==> src/rtl/pipe_stage_buf_if.sv <==
// Ready/valid handshake bundle around a pipe_stage_buf.
// Signal suffixes are named from the buffer's point of view.
interface pipe_stage_buf_if #(
    parameter int DataWidth = 96,
    parameter int Depth     = 2
);
    localparam int CountWidth = $clog2(Depth + 1);

    logic                  flush_i;
    logic                  valid_i;
    logic [DataWidth-1:0]  data_i;
    logic                  ready_o;
    logic                  valid_o;
    logic [DataWidth-1:0]  data_o;
    logic                  ready_i;
    logic [CountWidth-1:0] count_o;

    modport master (
        output flush_i, valid_i, data_i, ready_i,
        input  ready_o, valid_o, data_o, count_o
    );

    modport slave (
        input  flush_i, valid_i, data_i, ready_i,
        output ready_o, valid_o, data_o, count_o
    );
endinterface

==> src/rtl/pipe_stage_buf.sv <==
// Parametrised ready/valid pipeline stage buffer: a circular FIFO with optional
// fall-through when empty, synchronous flush and exported occupancy.
module pipe_stage_buf #(
    parameter int DataWidth        = 96,
    parameter int Depth            = 2,
    parameter bit FallThrough      = 1'b0,
    parameter bit ClearDataOnReset = 1'b0
) (
    input logic             clk_i,
    input logic             reset_ni,
    pipe_stage_buf_if.slave bus
);
    localparam int PtrWidth   = (Depth > 1) ? $clog2(Depth) : 1;
    localparam int CountWidth = $clog2(Depth + 1);
    localparam logic [PtrWidth-1:0]   LastPtr   = PtrWidth'(Depth - 1);
    localparam logic [CountWidth-1:0] FullCount = CountWidth'(Depth);

    logic [DataWidth-1:0]  mem_q [Depth];
    logic [PtrWidth-1:0]   rd_q, rd_d;
    logic [PtrWidth-1:0]   wr_q, wr_d;
    logic [CountWidth-1:0] count_q, count_d;
    logic                  empty, bypass, push, pop, direct, write, read;

    assign empty  = (count_q == '0);
    assign bypass = FallThrough & empty;

    assign bus.ready_o = (count_q < FullCount) & ~bus.flush_i & reset_ni;
    assign bus.valid_o = reset_ni & ~bus.flush_i & (empty ? (bypass & bus.valid_i) : 1'b1);
    assign bus.data_o  = bypass ? bus.data_i : mem_q[rd_q];
    assign bus.count_o = count_q;

    assign push = bus.valid_i & bus.ready_o;
    assign pop  = bus.valid_o & bus.ready_i;

    // An empty fall-through buffer hands the item straight downstream without storing it.
    assign direct = bypass & push & bus.ready_i;
    assign write  = push & ~direct;
    assign read   = pop & ~empty;

    always_comb begin
        rd_d    = rd_q;
        wr_d    = wr_q;
        count_d = count_q;
        if (bus.flush_i) begin
            rd_d    = '0;
            wr_d    = '0;
            count_d = '0;
        end else begin
            if (write) begin
                wr_d = (wr_q == LastPtr) ? '0 : wr_q + 1'b1;
            end
            if (read) begin
                rd_d = (rd_q == LastPtr) ? '0 : rd_q + 1'b1;
            end
            if (write && !read) begin
                count_d = count_q + 1'b1;
            end else if (read && !write) begin
                count_d = count_q - 1'b1;
            end
        end
    end

    always_ff @(posedge clk_i or negedge reset_ni) begin
        if (!reset_ni) begin
            rd_q    <= '0;
            wr_q    <= '0;
            count_q <= '0;
        end else begin
            rd_q    <= rd_d;
            wr_q    <= wr_d;
            count_q <= count_d;
        end
    end

    // Payload storage only needs a reset when the integrator wants deterministic data_o.
    generate
        if (ClearDataOnReset) begin : gClearMem
            always_ff @(posedge clk_i or negedge reset_ni) begin
                if (!reset_ni) begin
                    for (int i = 0; i < Depth; i++) begin
                        mem_q[i] <= '0;
                    end
                end else if (write) begin
                    mem_q[wr_q] <= bus.data_i;
                end
            end
        end else begin : gKeepMem
            always_ff @(posedge clk_i) begin
                if (write) begin
                    mem_q[wr_q] <= bus.data_i;
                end
            end
        end
    endgenerate

    assert property (@(posedge clk_i) disable iff (!reset_ni) !(push && count_q == FullCount))
        else $error("push into full buffer");
    assert property (@(posedge clk_i) disable iff (!reset_ni) !(read && empty))
        else $error("pop from empty buffer");
endmodule

==> src/flat_wrapper.sv <==
// flat-port wrapper written by rule: the top's interface ports become plain ports
module pipe_stage_buf_flat 
#(
    parameter int DataWidth        = 96,
    parameter int Depth            = 2,
    parameter bit FallThrough      = 1'b0,
    parameter bit ClearDataOnReset = 1'b0
)
  (clk_i, reset_ni, bus_flush_i, bus_valid_i, bus_data_i, bus_ready_i, bus_ready_o, bus_valid_o, bus_data_o, bus_count_o);
  pipe_stage_buf_if #(.DataWidth(DataWidth), .Depth(Depth)) bus_i ();
  input logic clk_i;
  input logic reset_ni;
  input wire logic [$bits(bus_i.flush_i)-1:0] bus_flush_i;
  input wire logic [$bits(bus_i.valid_i)-1:0] bus_valid_i;
  input wire logic [$bits(bus_i.data_i)-1:0] bus_data_i;
  input wire logic [$bits(bus_i.ready_i)-1:0] bus_ready_i;
  output wire logic [$bits(bus_i.ready_o)-1:0] bus_ready_o;
  output wire logic [$bits(bus_i.valid_o)-1:0] bus_valid_o;
  output wire logic [$bits(bus_i.data_o)-1:0] bus_data_o;
  output wire logic [$bits(bus_i.count_o)-1:0] bus_count_o;
  assign bus_i.flush_i = bus_flush_i;
  assign bus_i.valid_i = bus_valid_i;
  assign bus_i.data_i = bus_data_i;
  assign bus_i.ready_i = bus_ready_i;
  assign bus_ready_o = bus_i.ready_o;
  assign bus_valid_o = bus_i.valid_o;
  assign bus_data_o = bus_i.data_o;
  assign bus_count_o = bus_i.count_o;
  pipe_stage_buf #(.DataWidth(DataWidth), .Depth(Depth), .FallThrough(FallThrough), .ClearDataOnReset(ClearDataOnReset)) u_core (.clk_i(clk_i), .reset_ni(reset_ni), .bus(bus_i));
endmodule
==> config.mk <==
export PLATFORM = sky130hd
export DESIGN_NAME = pipe_stage_buf_flat
export DESIGN_NICKNAME = d
export VERILOG_FILES = /design/src/rtl/pipe_stage_buf_if.sv /design/src/rtl/pipe_stage_buf.sv /design/src/flat_wrapper.sv
export SDC_FILE = /design/constraint.sdc
export NUM_CORES = 1
export LEC_CHECK = 0
export BUFFER_PORTS_ARGS = -buffer_cell sky130_fd_sc_hd__buf_2
export CAP_MARGIN = 30
export CORE_AREA = 3 3 91 157
export DETAILED_ROUTE_END_ITERATION = 10
export DIE_AREA = 0 0 94 160
export HOLD_SLACK_MARGIN = 0.12
export PLACE_DENSITY = 0.93
export SLEW_MARGIN = 5
export SYNTH_ARGS = -nofsm -noshare
export SYNTH_HDL_FRONTEND = slang
export SYNTH_SLANG_ARGS = --single-unit
==> constraint.sdc <==
create_clock -name clk_i -period 9.4 [get_ports clk_i]
set_clock_uncertainty 0.2 [all_clocks]
set_input_delay 0.47 -clock clk_i [delete_from_list [all_inputs] [get_ports clk_i]]
set_output_delay 0.47 -clock clk_i [all_outputs]
set_load 0.1 [all_outputs]
==> flow_summary_export.csv <==
group,metric,value,unit
outcome,status,"completed",
worst_setup_path,path_class,"register to output port",
floorplan,core.rowCount,55,
worst_setup_path,slowest_stage,"dfrtp_4",
sta,fin_crit,3.50,ns
final_layout,drive_gt1_frac,0.518,
clock_tree,root_buffer,"clkbuf_16",
worst_setup_path,crit_chain,"buf_4 > mux2_2 > buf_2",
sta,final.setup.tns,0,ns
sta,setup_violations,0,
synthesis,synth_area_per_cell,22.5,µm²
power,power.internal,1.42,mW
clock_tree,insertion_delay,0.41,ns
final_layout,regArea,0.00587,mm²
synthesis,syn_area,0.00728,mm²
worst_setup_path,arrival,2.83,ns
detailed_routing,via_count,4139,
detailed_routing,antenna_left,0,
place,detailed_place_hpwl,9.26,mm
final_layout,num-fill-cells,725,
worst_setup_path,end_kind,"output port",
global_route,grt_pass1_vias,4676,
clock_tree,cts_sinks,196,
power,comb_power_share,0.142,
floorplan,die_w,94,µm
power,switchingPower,0.547,mW
global_route,antenna_found_initial,0,
synthesis,ys_seq_elements,196,
detailed_routing,routed_wl,15.9,mm
power,seq_power_share,0.504,
synthesis,synthCells,324,
worst_setup_path,required,8.73,ns
global_route,grt_pass1_wl,24.1,mm
power,p_sw_frac,0.278,
power,p_leak,3.79,nW
detailed_routing,vias_per_cell,5.06,
sta,worst_slew_pin_slew,0.825,ns
floorplan,io_pins,201,
floorplan,fp.dieH,160,µm
synthesis,synth.distinct_cells,20,
final_layout,finalNetCount,735,
power,irDropWorstVdd,0.137,mV
clock_tree,cts_setup_buffers,0,
place,place_inst,688,
power,clockPowerShare,0.354,
power,p_per_area,196,mW/mm²
global_route,grt-ovfl-total,0,
job,max_cap_viol_count,0,
final_layout,diodes,0,
sta,maxClockFrequency,286,MHz
clock_tree,ctsResizeCount,0,
global_route,grtUsageTotal,0.216,
synthesis,yosysSeqAreaShare,0.806,
sta,maxSlewHeadroom,0.450,
final_layout,layoutNonFillerInstCount,818,
hold_path,holdCritPathClass,"input pin to register",
worst_setup_path,crit_buf_inv,2,
worst_setup_path,cpLargestDelayFamily,"buffers and inverters",
detailed_routing,drt_pass1_iterations,4,
final_layout,area_growth,37.8,%
place,place.gp.congestion,0.764,
final_layout,multiInputGateArea,0.00134,mm²
floorplan,die_area,0.0150,mm²
sta,drv_slew,0,
detailed_routing,drc,0,
floorplan,core_area,0.0131,mm²
floorplan,initial_core_util,0.557,
sta,period_share,0.372,
sta,rsz0062_at_grt,"false",
power,total_power,1.96,mW
global_route,grt_max_degree,55,
clock_tree,cts_max_path_buffers,2,
clock_tree,numCtsBuffers,17,
worst_setup_path,cp_max_fo,54,
detailed_routing,drt-initial-drc-count,135,
worst_setup_path,start_kind,"register",
detailed_routing,wl_per_cell,19.4,µm
clock_tree,cts_tree,"done",
synthesis,synth_warnings,0,
clock_tree,ctsHtreeMaxLevel,4,
place,port-buffer-count,200,
clock_tree,clk_pin_slew,0.07,ns
synthesis,syn-num-nets,425,
sta,hold_viol_final,0,
worst_setup_path,critPathMaxStageDelay,0.83,ns
-- cells by family (layout without fill, tap and decap cells) --
| kind of cell | after synthesis | after routing | share of synthesized area |
|---|---|---|---|
| buffers and inverters | 11 | 334 | 0.0119 |
| muxes | 97 | 97 | 0.166 |
| and+or+nand+nor | 11 | 11 | 0.00808 |
| DFF | 196 | 196 | 0.806 |
| AOI/OAI and AO/OA | 6 | 6 | 0.00499 |
| xor gates and xnor gates | 3 | 3 | 0.00361 |
-- state kept, by name (all words and copies together), names as in the netlist --
name and count:
u_core.bus.count_o 2, u_core.mem_q 192, u_core.rd_q 1, u_core.wr_q 1
-- power by group through the flow --
| stage | clock, mW | sequential, mW | combinational, mW |
|---|---|---|---|
| finish | 0.695 | 0.990 | 0.279 |
| global route | 0.745 | 0.991 | 0.288 |
| CTS | 0.703 | 0.989 | 0.276 |
| detailed placement | 0 | 1.01 | 0.243 |
| global placement | 0 | 1.01 | 0.239 |
| floorplan | 0 | 1.01 | 0.192 |
-- cell type report --
| cell class | count | area share |
|---|---|---|
| multi-input cells | 117 | 0.134 |
| clock inverters | 15 | 0.0166 |
| flip-flops and latches | 196 | 0.585 |
| clock buffers | 17 | 0.0424 |
| well taps | 171 | 0.0213 |
| repair buffers | 302 | 0.201 |
-- synthesized netlist by cell type --
library cell  number  share of area
edfxtp_1         192           0.79
o211ai_1           1         0.0010
o21ai_0            2         0.0014
xnor2_1            1         0.0012
nand3b_1           1         0.0010
mux2_4            30          0.062
mux2_2            66           0.10
dfrtp_1            4          0.014
buf_6              5         0.0077
a21oi_1            2         0.0014
nand4b_1           1         0.0012
mux2_1             1         0.0015
nand2b_1           1        0.00086
nor3b_1            1         0.0010
and3_1             1        0.00086
nand2_1            2         0.0010
buf_2              6         0.0041
xor2_1             2         0.0024
nor2_1             4         0.0021
a311oi_1           1         0.0012
-- timing repair --
action,in CTS,in global routing
setup endpoints to repair,0,0
endpoints found under the hold margin,200,0
hold buffers,98,0
-- routing by layer --
layer  share of wire  routed length (µm)  track usage  vias up
li1                -                   -            -     1918
met1            0.34                5450        0.221     2028
met2            0.58                9160        0.399      159
met3           0.045                 710       0.0537       34
met4           0.036                 575        0.101        0
met5               0                   0            0        -
-- worst reg2reg max path, stage by stage (launching register included) --
cell	delay [ns]
dfrtp_1	0.46
nor3b_1	0.39
nand2_1	0.16
nor2_4	0.09
buf_4	0.50
buf_4	0.65
-- cell usage in the layout (no fill, tap or decap) --
master,count
buf_2,200
edfxtp_1,192
dlygate4sd3_1,98
mux2_2,66
mux2_4,30
clkbuf_16,17
inv_8,4
clkinv_8,4
buf_4,4
nor2_1,3
clkinv_4,3
dfrtp_1,3
o21ai_0,2
nand2_1,2
a21oi_1,2
xor2_1,2
inv_6,2
nor3b_1,1
and3_4,1
nor2_4,1
nand2b_1,1
xnor2_1,1
mux2_1,1
a311oi_1,1
nand4b_1,1
nand3b_1,1
o211ai_1,1
clkinv_2,1
clkinvlp_4,1
dfrtp_4,1
-- per-stage QoR --
stage / util / hold slack (ns) / cell area [µm²] / worst slack [ns]
global placement: 0.647 / 0.114 / 8450 / 6.38
finish: 0.767 / 0.183 / 10000 / 5.90
CTS: 0.767 / 0.154 / 10000 / 5.90
global route: 0.767 / 0.204 / 10000 / 5.80
detailed placement: 0.647 / 0.121 / 8450 / 6.30
floorplan: - / -0.0256 / 7280 / 1.17
-- worst paths after layout --
kind	startpoint	endpoint	slack [ns]	depth (start not counted)
min in group asynchronous	reset_ni	u_core.bus.count_o[0]	0.24	2
max in group asynchronous	reset_ni	u_core.rd_q	8.55	2
setup / recovery	u_core.rd_q	bus_data_o[71]	5.90	3
hold / removal	bus_valid_i	u_core.bus.count_o[1]	0.18	3
setup reg to reg	u_core.bus.count_o[1]	u_core.mem_q[0][31]	6.55	5
hold reg to reg	u_core.bus.count_o[0]	u_core.bus.count_o[0]	0.44	1
Note: power is estimated with default switching activity, not from simulation.
